[config.mk]
export PLATFORM = sky130hd
export DESIGN_NAME = load_store_unit
export DESIGN_NICKNAME = d
export VERILOG_FILES = /design/src/rtl/load_store_unit.sv
export SDC_FILE = /design/constraint.sdc
export NUM_CORES = 1
export LEC_CHECK = 0
export CAP_MARGIN = 20
export CORE_UTILIZATION = 45
export CTS_BUF_LIST = sky130_fd_sc_hd__clkbuf_16
export CTS_CLUSTER_DIAMETER = 200
export DETAILED_ROUTE_END_ITERATION = 8
export PLACE_DENSITY = 0.95
export SLEW_MARGIN = 25
export SYNTH_ARGS = -nofsm -noshare
export SYNTH_HDL_FRONTEND = slang
export SYNTH_SLANG_ARGS = --single-unit
[constraint.sdc]
create_clock -name clk -period 3.3 [get_ports clk]
set_input_delay 0.66 -clock clk [delete_from_list [all_inputs] [get_ports clk]]
set_output_delay 0.66 -clock clk [all_outputs]
set_load 0.01 [all_outputs]
[src/rtl/load_store_unit.sv]
// load_store_unit
// ---------------------------------------------------------------------------
// Data-memory access unit between the execute stage and the data bus.
// It accepts one load or store request from the core, runs a single
// valid/ready bus transaction with byte enables and lane-replicated store
// data, stalls the core until the access completes, and returns the
// lane-extracted, sign/zero-extended load value.
//
// Handshake: a bus request is transferred in the cycle where mem_valid and
// mem_ready are both high. While mem_valid is high, mem_addr, mem_we, mem_be
// and mem_wdata do not change. Read data is taken only in the cycle where
// mem_rvalid is high after a load request has been accepted. mem_rvalid
// seen in any other state is ignored.
//
// Optional feature macro: LSU_MISALIGN_TRAP_EN
//   defined   : misaligned half/word requests are rejected with a one-cycle
//               misaligned pulse and no bus transaction.
//   undefined : misaligned is tied to 0 and the unused low address bits are
//               forced to 0 (half uses addr[1], word uses addr[1:0] = 00).
//
// Ports:
//   clk, rst          clock, synchronous active-high reset
//   req_load/store    memory request from the current instruction
//   req_size          00 byte, 01 half, 10/11 word
//   req_sign_ext      sign-extend (1) or zero-extend (0) load data
//   req_addr          byte address
//   req_wdata         store data (rs2)
//   stall             core must hold the instruction and its request inputs
//   done              one-cycle access-complete pulse
//   rdata             extended load result, held until the next load
//   misaligned        one-cycle rejected-access pulse
//   mem_*             data bus request/response signals
// ---------------------------------------------------------------------------
module load_store_unit (
   input  logic        clk,
   input  logic        rst,
   input  logic        req_load,
   input  logic        req_store,
   input  logic [1:0]  req_size,
   input  logic        req_sign_ext,
   input  logic [31:0] req_addr,
   input  logic [31:0] req_wdata,
   output logic        stall,
   output logic        done,
   output logic [31:0] rdata,
   output logic        misaligned,
   output logic        mem_valid,
   input  logic        mem_ready,
   output logic [31:0] mem_addr,
   output logic        mem_we,
   output logic [3:0]  mem_be,
   output logic [31:0] mem_wdata,
   input  logic        mem_rvalid,
   input  logic [31:0] mem_rdata
);

   typedef enum logic [1:0] {
      S_IDLE      = 2'd0,
      S_REQ       = 2'd1,
      S_WAIT_RESP = 2'd2,
      S_DONE      = 2'd3
   } state_t;

   state_t      state_q, state_d;
   logic [31:0] addr_q, addr_d;     // word-aligned bus address
   logic [1:0]  off_q, off_d;       // byte offset actually used for the lane
   logic [1:0]  size_q, size_d;
   logic        sign_q, sign_d;
   logic        we_q, we_d;
   logic [3:0]  be_q, be_d;
   logic [31:0] wdata_q, wdata_d;
   logic [31:0] rdata_q, rdata_d;

   // Request decode in IDLE
   logic        req_any;
   logic        misaligned_now;
   logic [1:0]  req_off;
   logic [3:0]  fmt_be;
   logic [31:0] fmt_wdata;

   // Load extraction
   logic [31:0] lane_shifted;
   logic [31:0] load_ext;

   assign req_any = req_load | req_store;

   always_comb begin
      misaligned_now = 1'b0;
`ifdef LSU_MISALIGN_TRAP_EN
      if (req_size == 2'b01)
         misaligned_now = req_addr[0];
      else if (req_size[1])
         misaligned_now = (req_addr[1:0] != 2'b00);
`endif
   end

   // Offset with the bits the access size cannot use forced to zero. With
   // trapping enabled, misaligned requests never reach the bus, so forcing
   // is harmless there too.
   always_comb begin
      req_off   = req_addr[1:0];
      fmt_be    = 4'b1111;
      fmt_wdata = req_wdata;
      case (req_size)
         2'b00: begin
            req_off   = req_addr[1:0];
            fmt_be    = 4'b0001 << req_addr[1:0];
            fmt_wdata = {4{req_wdata[7:0]}};
         end
         2'b01: begin
            req_off   = {req_addr[1], 1'b0};
            fmt_be    = req_addr[1] ? 4'b1100 : 4'b0011;
            fmt_wdata = {2{req_wdata[15:0]}};
         end
         default: begin
            req_off   = 2'b00;
            fmt_be    = 4'b1111;
            fmt_wdata = req_wdata;
         end
      endcase
   end

   // Shift the addressed lane down to bit 0, then extend by latched size.
   assign lane_shifted = mem_rdata >> {off_q, 3'b000};

   always_comb begin
      load_ext = lane_shifted;
      case (size_q)
         2'b00:   load_ext = {{24{sign_q & lane_shifted[7]}},  lane_shifted[7:0]};
         2'b01:   load_ext = {{16{sign_q & lane_shifted[15]}}, lane_shifted[15:0]};
         default: load_ext = lane_shifted;
      endcase
   end

   // Next-state and datapath
   always_comb begin
      state_d = state_q;
      addr_d  = addr_q;
      off_d   = off_q;
      size_d  = size_q;
      sign_d  = sign_q;
      we_d    = we_q;
      be_d    = be_q;
      wdata_d = wdata_q;
      rdata_d = rdata_q;
      case (state_q)
         S_IDLE: begin
            if (req_any && !misaligned_now) begin
               addr_d  = {req_addr[31:2], 2'b00};
               off_d   = req_off;
               size_d  = req_size;
               sign_d  = req_sign_ext;
               we_d    = req_store;   // store wins when both are requested
               be_d    = fmt_be;
               wdata_d = req_store ? fmt_wdata : 32'h0;
               state_d = S_REQ;
            end
         end
         S_REQ: begin
            if (mem_ready)
               state_d = we_q ? S_DONE : S_WAIT_RESP;
         end
         S_WAIT_RESP: begin
            if (mem_rvalid) begin
               rdata_d = load_ext;
               state_d = S_DONE;
            end
         end
         S_DONE: begin
            state_d = S_IDLE;
         end
         default: state_d = S_IDLE;
      endcase
   end

   always_ff @(posedge clk) begin
      if (rst) begin
         state_q <= S_IDLE;
         addr_q  <= 32'h0;
         off_q   <= 2'b00;
         size_q  <= 2'b00;
         sign_q  <= 1'b0;
         we_q    <= 1'b0;
         be_q    <= 4'b0000;
         wdata_q <= 32'h0;
         rdata_q <= 32'h0;
      end else begin
         state_q <= state_d;
         addr_q  <= addr_d;
         off_q   <= off_d;
         size_q  <= size_d;
         sign_q  <= sign_d;
         we_q    <= we_d;
         be_q    <= be_d;
         wdata_q <= wdata_d;
         rdata_q <= rdata_d;
      end
   end

   // Outputs
   assign mem_valid  = (state_q == S_REQ);
   assign mem_addr   = addr_q;
   assign mem_we     = we_q;
   assign mem_be     = be_q;
   assign mem_wdata  = wdata_q;
   assign done       = (state_q == S_DONE);
   assign rdata      = rdata_q;
   assign misaligned = (state_q == S_IDLE) & req_any & misaligned_now;
   assign stall      = ((state_q == S_IDLE) & req_any & ~misaligned_now)
                     | (state_q == S_REQ)
                     | (state_q == S_WAIT_RESP);

endmodule

# Word level (Yosys, flattened, before mapping)
# Cells that the tools add are included.
[op_classes] n_lt_le_gt_ge=0 div=0 bitwise_logic=6 n_eq_ne=8 n_reduce_logical=6 n_mul=0 mux=11 n_addsub=0 shift=2
[op_table] operator="case mux 32 bit (2 select lines)" count=2
[op_table] operator="2-to-1 mux 32 bit" count=1
[op_table] operator="right shift 32 x 5 -> 32 bit" count=1
[op_table] operator="case mux 2 bit (4 select lines)" count=1
[op_table] operator="case mux 4 bit (2 select lines)" count=1
[op_table] operator="equality test 2 x 1 -> 1 bit, second input constant" count=3
[op_table] operator="logical NOT 2 bit" count=3
[op_table] operator="2-to-1 mux 2 bit" count=3
[op_table] operator="equality test 2 bit, second input constant" count=2
[op_table] operator="2-to-1 mux 4 bit" count=1
[op_table] operator="!= test 2 bit, second input constant" count=2
[op_table] operator="case mux 2 bit (2 select lines)" count=1
[op_table] operator="AND reduction 2 bit" count=2
[op_table] operator="<< shifter 1 x 2 -> 4 bit, first input constant" count=1
[op_table] operator="AND 1 bit" count=3
[op_table] operator="bitwise OR 1 bit" count=3
[op_table] operator="AND reduction 3 bit" count=1
[op_table] operator="!= test 2 x 1 -> 1 bit, second input constant" count=1
[op_table] operator="2-to-1 mux 1 bit" count=1
[word_totals] mem_bits_ro=0 out_inout_bits=105 ramBits=0 word_cells=42 regBits=106 memories=0 latch_bits=0

# Logic depth before layout (Yosys ltp)
# Gate-level depths: netlist of the first run.
[depth] ltp_word=4 depth_mapped=7 depth_no_buf=6

# Least setup slack after synthesis of the first run
# No wires, ideal clock.
[synth_timing] path_type="input to output" from="input req_store" to="output stall" required_ns=2.640 t_arrival_ns=1.386 slack_ns=1.254 stages=3 path_cell_list="o21a_1 -> clkbuf_1 -> or3_1"
[synth_between] elab_chain_len=4
[synth_rtl] item="start: declaration" line_no="38" text="input logic req_store,"
[synth_rtl] item="bitwise OR 1 bit" line_no="85" text="assign req_any = req_load | req_store;"
[synth_rtl] item="AND 1 bit" line_no="209" text="assign stall = ((state_q == S_IDLE) & req_any & ~misaligned_now)"
[synth_rtl] item="bitwise OR 1 bit" line_no="210" text="| (state_q == S_REQ)"
[synth_rtl] item="bitwise OR 1 bit" line_no="211" text="| (state_q == S_WAIT_RESP);"
[synth_rtl] item="end: declaration" line_no="43" text="output logic stall,"
# No other way between the ends.

# Worst setup path in the final report of the first run
[layout_timing] from="register state_q[0]" to="output stall"
[layout_between] elab_chain_len=4 elab_cells_between_ends=6 classes_between="eq/ne (2); bitwise (3); reduce/logical (1)"
[layout_rtl] item="start: declaration" line_no="64" text="state_t state_q, state_d;"
[layout_rtl] item="start signal: assignment" line_no="188" text="state_q <= state_d;"
[layout_rtl] item="logical NOT 2 bit" line_no="209"
[layout_rtl] item="AND 1 bit" line_no="209"
[layout_rtl] item="bitwise OR 1 bit" line_no="210"
[layout_rtl] item="bitwise OR 1 bit (*)" line_no="211"
# Every way passes the cells marked *; elsewhere a longest branch is shown, timed or not.

==> results of run 1 <==
-- per-stage QoR --
stage,worst slack [ns],instance area (um^2),total power [mW],utilization
finish,0.386,7130,4.52,0.716
floorplan,1.25,4690,2.59,-
detailed placement,0.442,6820,3.45,0.685
global route,0.268,7130,4.77,0.716
CTS,0.406,7130,4.53,0.716
global placement,0.456,6820,3.37,0.685
-- registers in the layout, indices dropped and copies added (netlist names) --
signal / flops
off_q: 2
mem_wdata: 32
mem_addr: 30
mem_we: 1
sign_q: 1
mem_be: 4
rdata: 32
size_q: 2
state_q: 2
-- synth_stat cells (all sizes together), types with 2 or more instances --
| master | instances | area, um^2 |
|---|---|---|
| a211oi | 18 | 158 |
| o21ai | 20 | 100 |
| ha | 5 | 62.6 |
| nand3b | 2 | 15.0 |
| a22o | 7 | 61.3 |
| and2b | 3 | 22.5 |
| dfxtp | 106 | 2120 |
| nand2 | 117 | 442 |
| mux2i | 26 | 260 |
| nor2 | 52 | 195 |
| nand3 | 11 | 55.1 |
| buf | 20 | 108 |
| o211ai | 8 | 60.1 |
| clkbuf | 24 | 90.1 |
| mux2 | 23 | 259 |
| a21oi | 63 | 315 |
| and2 | 2 | 12.5 |
| nand2b | 3 | 18.8 |
| a22oi | 25 | 188 |
| inv | 7 | 26.3 |
| a311oi | 2 | 23.8 |
-- cell usage in the layout, fill, tap and decap left out, types with 11 or more instances in the layout --
cell type        Yosys  routed
a211oi_1            15      15
a21oi_1             63      63
a22oi_1             25      25
buf_4                5      13
clkdlybuf4s50_1      0     205
dfxtp_1            106     106
mux2_2              23      23
mux2i_1             26      26
nand2_1            116     116
nand3_1             11      11
nor2_1              52      52
o21ai_0             19      19
-- worst paths after layout --
kind | slack (ns) | start | end
setup / recovery | 0.39 | state_q[0] | stall
hold / removal | 0.45 | mem_addr[26] | mem_addr[26]
setup reg to reg | 1.09 | state_q[0] | mem_wdata[11]
hold reg to reg | 0.45 | mem_addr[26] | mem_addr[26]
-- power breakdown --
group	internal (mW)	switching, mW
Sequential	1.54	0.162
Combinational	0.842	0.890
Clock	0.596	0.494
-- metal layers --
layer,wire length [um],up-vias
met2,7430,206
met5,0,-
li1,-,2286
met3,1000,33
met1,5830,2219
met4,420,0
-- kinds of logic after synthesis --
group                      after synthesis  synth area share
AOI/OAI and AO/OA                      149             0.205
adders and majority gates                5            0.0134
buffers and inverters                   51            0.0478
DFF                                    106             0.453
muxes                                   50             0.116
other                                    1          0.000800
and+or+nand+nor                        192             0.165
-- final cells by class --
cell class / count / area [um^2] / area share
clock buffers: 9 / 225 / 0.0316
repair buffers: 218 / 2150 / 0.302
multi-input cells: 399 / 2360 / 0.331
well taps: 133 / 166 / 0.0234
inverters: 7 / 26.3 / 0.00369
flip-flops and latches: 106 / 2120 / 0.298
clock inverters: 7 / 77.6 / 0.0109
-- worst reg2reg max path: stages (launching register included) --
cell and delay, ns:
dfxtp_1 0.35, inv_1 0.13, ha_1 0.47, and2_1 0.85
a22oi_1 0.16, nor2_1 0.17
==> impl_metrics.tcl, run 1 <==
set metrics [dict create \
    drt-initial-drc-count 207 \
    hold_viol_final 0 \
    synth_cells 554 \
    cts_sinks 106 \
    crit_family "buffers and inverters" \
    globalRouteTotalUtil 0.270 \
    worstSkewPairLatency_ns 0.34 \
    status "finished, final reports clean" \
    num_vias 4744 \
    cts_root_buf "clkbuf_16" \
    ys_seq_area_frac 0.453 \
    worst-path-buf-inv 2 \
    cts_hold_buf 0 \
    io_pins 210 \
    rsz0062_at_grt "false" \
    fin_crit_sh 0.883 \
    synth_flop_cell "dfxtp_1" \
    n_antenna_cell 0 \
    ys_types 38 \
    max_slew_margin 0.353 \
    worstPathArrival_ns 2.25 \
    path_max_fanout 12 \
    cp.depth 5 \
    skew_ns 0.0107 \
    grt_pass1_vias 4722 \
    crit_type "reg -> out" \
    crit_required_ns 2.64 \
    setup_violations 0 \
    critPathCaptureType "output pin" \
    drt.antenna.violating_nets 0 \
    drive_above_1_share 0.0804 \
    routed_wl_um 14700 \
    antenna_found_initial 0 \
    dp.cells 863 \
    rows 36 \
    final.setup.tns_ns 0 \
    synth-edff-count 0 \
    r2r_cells 5 \
    hold_path_depth 2 \
    post-route-drc-count 0 \
    max_freq_ghz 0.343 \
    top_usage_layer "met2" \
    synthToLayoutAreaGrowth_pct 52.1 \
    dr.pass1.iters 5 \
    wl_per_cell_um 16.7 \
    clk_pin_slew_worst_paths_ns 0.08 \
    powerDensity_mw_per_mm2 635 \
    cts_inserted_buffers 9 \
    cp_cell_sequence "inv_1 > ha_1 > o21a_1 > or3_1 > clkdlybuf4s50_1" \
    dp.final_hpwl_um 10900 \
    async_reset_ff_frac 0 \
    slew_viol_final 0 \
    ir_drop_mv 0.528 \
    place.port_buffers 206 \
    nets 851 \
    die_area_mm2 0.0108 \
    cts_tree "yes" \
    cts_resized 0 \
    grt_pass1_wl_um 23500 \
    tightest_slew_ns 0.970 \
    synth-seq-cells 106 \
    worstHoldPathType "reg -> reg" \
    cts_buffer_depth 2 \
    post_drt_via_cell_ratio 5.40 \
    met2_usage 0.475 \
    startpoint_type "register" \
    power_leakage_nw 2.59 \
    cts_max_level 3 \
    core_mm2 0.00995 \
    use_met3 0.0714 \
    fillers 741 \
    die_h_um 104 \
    grt_max_degree 63 \
    overflow 0 \
    place_congestion 0.920 \
    syn_avg_cell_area_um2 8.46 \
    period_needed_ns 2.91 \
    netlist_area_mm2 0.00469 \
    start_util 0.471 \
    grt_util_met1 0.310 \
    layout.cells.non_filler 879 \
    holdWs_ns 0.455 \
    cap_violations 0 \
    cpPeakStageDelay_ns 0.51 \
    die_w_um 104 \
    crit_slowest_cell "clkdlybuf4s50_1" \
    yosys_warnings 0 \
    post_cts_buffers 0 \
]
Note: power is estimated with default switching activity, not from simulation.
==> run 2: changes to the inputs <==
--- a/config.mk
+++ b/config.mk
@@ -6,11 +6,11 @@
 export NUM_CORES = 1
 export LEC_CHECK = 0
 export CAP_MARGIN = 20
-export CORE_UTILIZATION = 45
+export CORE_UTILIZATION = 30
 export CTS_BUF_LIST = sky130_fd_sc_hd__clkbuf_16
 export CTS_CLUSTER_DIAMETER = 200
 export DETAILED_ROUTE_END_ITERATION = 8
-export PLACE_DENSITY = 0.95
+export PLACE_DENSITY = 0.72
 export SLEW_MARGIN = 25
 export SYNTH_ARGS = -nofsm -noshare
 export SYNTH_HDL_FRONTEND = slang
==> run 2 against run 1 <==
  * Global-route usage shrank 9.0 points
  * Fmax is 0.69% higher
  * Power rose by 1.4%
  * First-iteration DRC count grew 30%
  * Cell count is 6.6% higher
  * Sequential cell count stayed put
  * Clock-buffer cell count unchanged
  * Largest power group unchanged
  * Die area increased by 49%
  * Combinational power barely moved
  * Critical path depth is 1 lower
==> impl_metrics.tcl, run 2 (synthesis gave the netlist of run 1 again) <==
set metrics [dict create \
    status "finished, final reports clean" \
    cap_violations 0 \
    wl_met1_um 6390 \
    die_w_um 127 \
    drt.antenna.violating_nets 0 \
    dr_wl_met2_um 6840 \
    fillers 1486 \
    post-route-drc-count 0 \
    holdWs_ns 0.453 \
    ir_drop_mv 0.380 \
    max_freq_ghz 0.346 \
    final.setup.tns_ns 0 \
    grt_pass1_vias 4281 \
    start_util 0.308 \
    die_h_um 127 \
    hold_viol_final 0 \
    die_area_mm2 0.0161 \
    crit_slowest_cell "clkdlybuf4s50_1" \
    rows 45 \
    layout_common_cells "clkdlybuf4s50_1 (205), nand2_1 (116), dfxtp_1 (106), a21oi_1 (63), nor2_1 (52)" \
    setup_violations 0 \
    crit_required_ns 2.64 \
    seq_area_mm2 0.00212 \
    post_cts_buffers 0 \
    place_congestion 0.884 \
    startpoint_type "input port" \
    globalRouteTotalUtil 0.180 \
    highest_layer "met4" \
    skew_ns 0.0122 \
    cts_root_buf "clkbuf_16" \
    rsz0062_at_grt "false" \
    dr_wl_met3_um 1270 \
    crit_family "buffers and inverters" \
    cts_max_level 3 \
    core_mm2 0.0152 \
    wl_per_cell_um 15.7 \
    power_mw 4.59 \
    grt_max_degree 50 \
    nets 854 \
    tightest_slew_ns 0.711 \
    n_antenna_cell 0 \
    cts_buffer_depth 2 \
    fin_area_mm2 0.00723 \
    dp.final_hpwl_um 10600 \
    mostFrequentLayoutCell "clkdlybuf4s50_1" \
    cts_resized 0 \
    worst-path-buf-inv 2 \
    crit_type "in -> out" \
    antenna_found_initial 0 \
    power_leakage_nw 2.62 \
    overflow 0 \
    cts_inserted_buffers 9 \
    powerDensity_mw_per_mm2 634 \
    worstSkewPairLatency_ns 0.35 \
    cts_sinks 106 \
    cp_common_cell "clkdlybuf4s50_1" \
    post_drt_via_cell_ratio 4.86 \
    dr.pass1.iters 4 \
    drt-initial-drc-count 270 \
    path_max_fanout 3 \
    cts_tree "yes" \
    num_vias 4555 \
    place.port_buffers 206 \
    cp_cell_sequence "clkdlybuf4s50_1 > o21a_1 > or3_1 > clkdlybuf4s50_1" \
    synthToLayoutAreaGrowth_pct 54.3 \
    clk_pin_slew_worst_paths_ns 0.07 \
    io_pins 210 \
    slew_viol_final 0 \
    routed_wl_um 14700 \
    max_slew_margin 0.524 \
    fin_util 0.476 \
    period_needed_ns 2.89 \
    grt_pass1_wl_um 22700 \
    place_area_mm2 0.00691 \
    worstPathArrival_ns 2.23 \
    fin_crit_sh 0.877 \
    worstHoldPathType "reg -> reg" \
    cts_hold_buf 0 \
    critPathCaptureType "output pin" \
    multi_input_area_mm2 0.00236 \
    cpPeakStageDelay_ns 0.49 \
    drive_above_1_share 0.0828 \
]
-- run 2: cell types whose count changed in the layout (fill, tap and decap cells not counted) --
cell / before / now
inv_6: 1 / 2
inv_8: 1 / 0
inv_1: 7 / 9
buf_4: 13 / 16
clkinv_1: 1 / 0
clkinv_4: 1 / 0
bufinv_16: 1 / 2
clkinvlp_4: 2 / 1
-- run 2: cell type report --
cell class / count / share of cell area
multi-input combinational: 399 / 0.326
timing repair buffer: 221 / 0.300
sequential: 106 / 0.293
tap: 188 / 0.0325
clock buffer: 9 / 0.0311
clock inverter: 7 / 0.0128
inverter: 7 / 0.00363
-- run 2: path summary, 6_finish.rpt --
kind,startpoint,to,slack [ns],cells past startpoint
max,req_load,stall,0.41,4
min,mem_wdata[16],mem_wdata[16],0.45,2
max reg2reg,off_q[0],rdata[21],1.44,6
min reg2reg,mem_wdata[16],mem_wdata[16],0.45,2
-- run 2: per-stage QoR --
stage / setup slack, ns / cells
2_1_floorplan: 1.25 / 556
3_3_place_gp: 0.404 / 921
3_5_place_dp: 0.407 / 921
4_1_cts: 0.403 / 937
5_1_grt: 0.378 / 937
6_report: 0.406 / 937
-- run 2: power by group --
part	total (mW)	internal, mW	switching [mW]
Combinational	1.73	0.853	0.879
Clock	1.16	0.666	0.499
Sequential	1.69	1.54	0.153
-- run 2: worst reg2reg max path, delay by kind of cell (launching register included) --
family	cells	cell delay (ns)
multiplexers	1	0.32
buffers and inverters	2	0.63
flip-flops	1	0.32
AO/OA/AOI/OAI	3	0.46
-- run 2: metal layers --
layer | track usage | up-vias
met2 | 0.292 | 173
met5 | 0 | -
met4 | 0.0651 | 0
met3 | 0.0586 | 16
li1 | - | 2285
met1 | 0.223 | 2081
==> run 3: changes to the inputs <==
--- a/config.mk
+++ b/config.mk
@@ -6,6 +6,7 @@
 export NUM_CORES = 1
 export LEC_CHECK = 0
 export CAP_MARGIN = 20
+export CORE_MARGIN = 1.5
 export CORE_UTILIZATION = 30
 export CTS_BUF_LIST = sky130_fd_sc_hd__clkbuf_16
 export CTS_CLUSTER_DIAMETER = 200
==> run 3 against run 2 <==
  * Sequential power barely moved
  * Clock skew is 0.0050 ns lower
  * Combinational power barely moved
  * Register-to-register slack worse by 0.39 ns
  * Clock power fell by 4%
  * Hold slack better by 0.0013 ns
  * Sequential share of layout area is essentially flat
  * Clock-buffer cell count unchanged
  * Setup slack improved by 0.0011 ns
  * Critical path type unchanged
  * Largest power group unchanged
==> impl_metrics.tcl, run 3 (synthesis gave the netlist of run 1 again) <==
set metrics [dict create \
    overflow 0 \
    drive_above_1_share 0.0853 \
    max_freq_ghz 0.346 \
    place_congestion 0.804 \
    rows 45 \
    die_area_mm2 0.0164 \
    power_leakage_nw 2.62 \
    worstSkewPairLatency_ns 0.35 \
    use_met3 0.0559 \
    n_antenna_cell 0 \
    die_w_um 128 \
    nets 855 \
    top_usage_layer "met2" \
    period_needed_ns 2.89 \
    drt-initial-drc-count 227 \
    post_drt_via_cell_ratio 4.95 \
    cp_cell_sequence "clkdlybuf4s50_1 > o21a_1 > or3_1 > clkdlybuf4s50_1" \
    rsz0062_at_grt "false" \
    cts_sinks 106 \
    synthToLayoutAreaGrowth_pct 54.2 \
    cts_resized 0 \
    final.setup.tns_ns 0 \
    worstHoldPathType "reg -> reg" \
    mostFrequentLayoutCell "clkdlybuf4s50_1" \
    crit_required_ns 2.64 \
    fillers 1504 \
    routed_wl_um 14900 \
    cpPeakStageDelay_ns 0.50 \
    worstPathArrival_ns 2.23 \
    max_slew_margin 0.535 \
    cts_max_level 3 \
    hold_viol_final 0 \
    dp.final_hpwl_um 10800 \
    antenna_found_initial 0 \
    core_mm2 0.0152 \
    cts_hold_buf 0 \
    cap_violations 0 \
    grt_pass1_wl_um 23000 \
    power_mw 4.55 \
    crit_slowest_cell "clkdlybuf4s50_1" \
    grt_util_met1 0.220 \
    post-route-drc-count 0 \
    dr.pass1.iters 4 \
    wl_per_cell_um 15.9 \
    powerDensity_mw_per_mm2 630 \
    place.port_buffers 206 \
    place_area_mm2 0.00692 \
    cts_tree "yes" \
    globalRouteTotalUtil 0.179 \
    post_cts_buffers 0 \
    ir_drop_mv 0.322 \
    die_h_um 128 \
    path_max_fanout 3 \
    skew_ns 0.00725 \
    cp_common_cell "clkdlybuf4s50_1" \
    start_util 0.308 \
    cts_root_buf "clkbuf_16" \
    io_pins 210 \
    tightest_slew_ns 0.695 \
    met2_usage 0.296 \
    clk_pin_slew_worst_paths_ns 0.07 \
    status "finished, final reports clean" \
    critPathCaptureType "output pin" \
    layout_common_cells "clkdlybuf4s50_1 (205), nand2_1 (116), dfxtp_1 (106), a21oi_1 (63), nor2_1 (52)" \
    drt.antenna.violating_nets 0 \
    fin_crit_sh 0.877 \
    startpoint_type "input port" \
    cts_buffer_depth 2 \
    num_vias 4642 \
    fin_area_mm2 0.00722 \
    layout.cells.non_filler 938 \
    grt_pass1_vias 4401 \
    crit_type "in -> out" \
    setup_violations 0 \
    crit_family "buffers and inverters" \
    grt_max_degree 51 \
    slew_viol_final 0 \
    worst-path-buf-inv 2 \
    cts_inserted_buffers 9 \
    dp.cells 922 \
]
run 3: cell count changes in the layout (fill, tap and decap cells not counted):
cell / delta
bufinv_16: -1
clkinv_4: +1
inv_6: +1
buf_4: +1
inv_1: -1
run 3: metal layers:
metal	part of all wire	wire [um]
met5	0	0
met4	0.016	240
met3	0.088	1310
met2	0.46	6930
met1	0.43	6450
run 3: final timing paths:
kind         slack, ns         start  cells after the start           end
max               0.41      req_load                      4         stall
min               0.45  mem_addr[10]                      2  mem_addr[10]
max reg2reg       1.05      off_q[0]                      5     rdata[16]
min reg2reg       0.45  mem_addr[10]                      2  mem_addr[10]
run 3: tightest hold or removal path, stage by stage, from the launching register on:
cell and delay, ns:
dfxtp_1 0.31, nand2_1 0.05, a21oi_1 0.05
run 3: where the power goes:
group / internal (mW) / total [mW] / switching, mW
logic: 0.860 / 1.74 / 0.884
registers: 1.54 / 1.69 / 0.156
clock network: 0.596 / 1.11 / 0.514
total: 2.99 / 4.55 / 1.55
run 3: final cells by class:
class	count	area [um^2]	area share
Clock inverter	7	76.3	0.0106
Timing Repair Buffer	222	2180	0.302
Sequential cell	106	2120	0.294
Clock buffer	9	225	0.0312
Inverter	7	26.3	0.00364
Multi-Input combinational cell	399	2360	0.327
Tap cell	188	235	0.0326
run 3: metrics by stage:
step           worst slack [ns]  utilization  hold slack (ns)
2_1_floorplan              1.25            -            0.471
3_3_place_gp              0.396        0.455            0.437
3_5_place_dp              0.409        0.455            0.446
4_1_cts                   0.405        0.475            0.455
5_1_grt                   0.355        0.475            0.473
6_report                  0.407        0.475            0.454
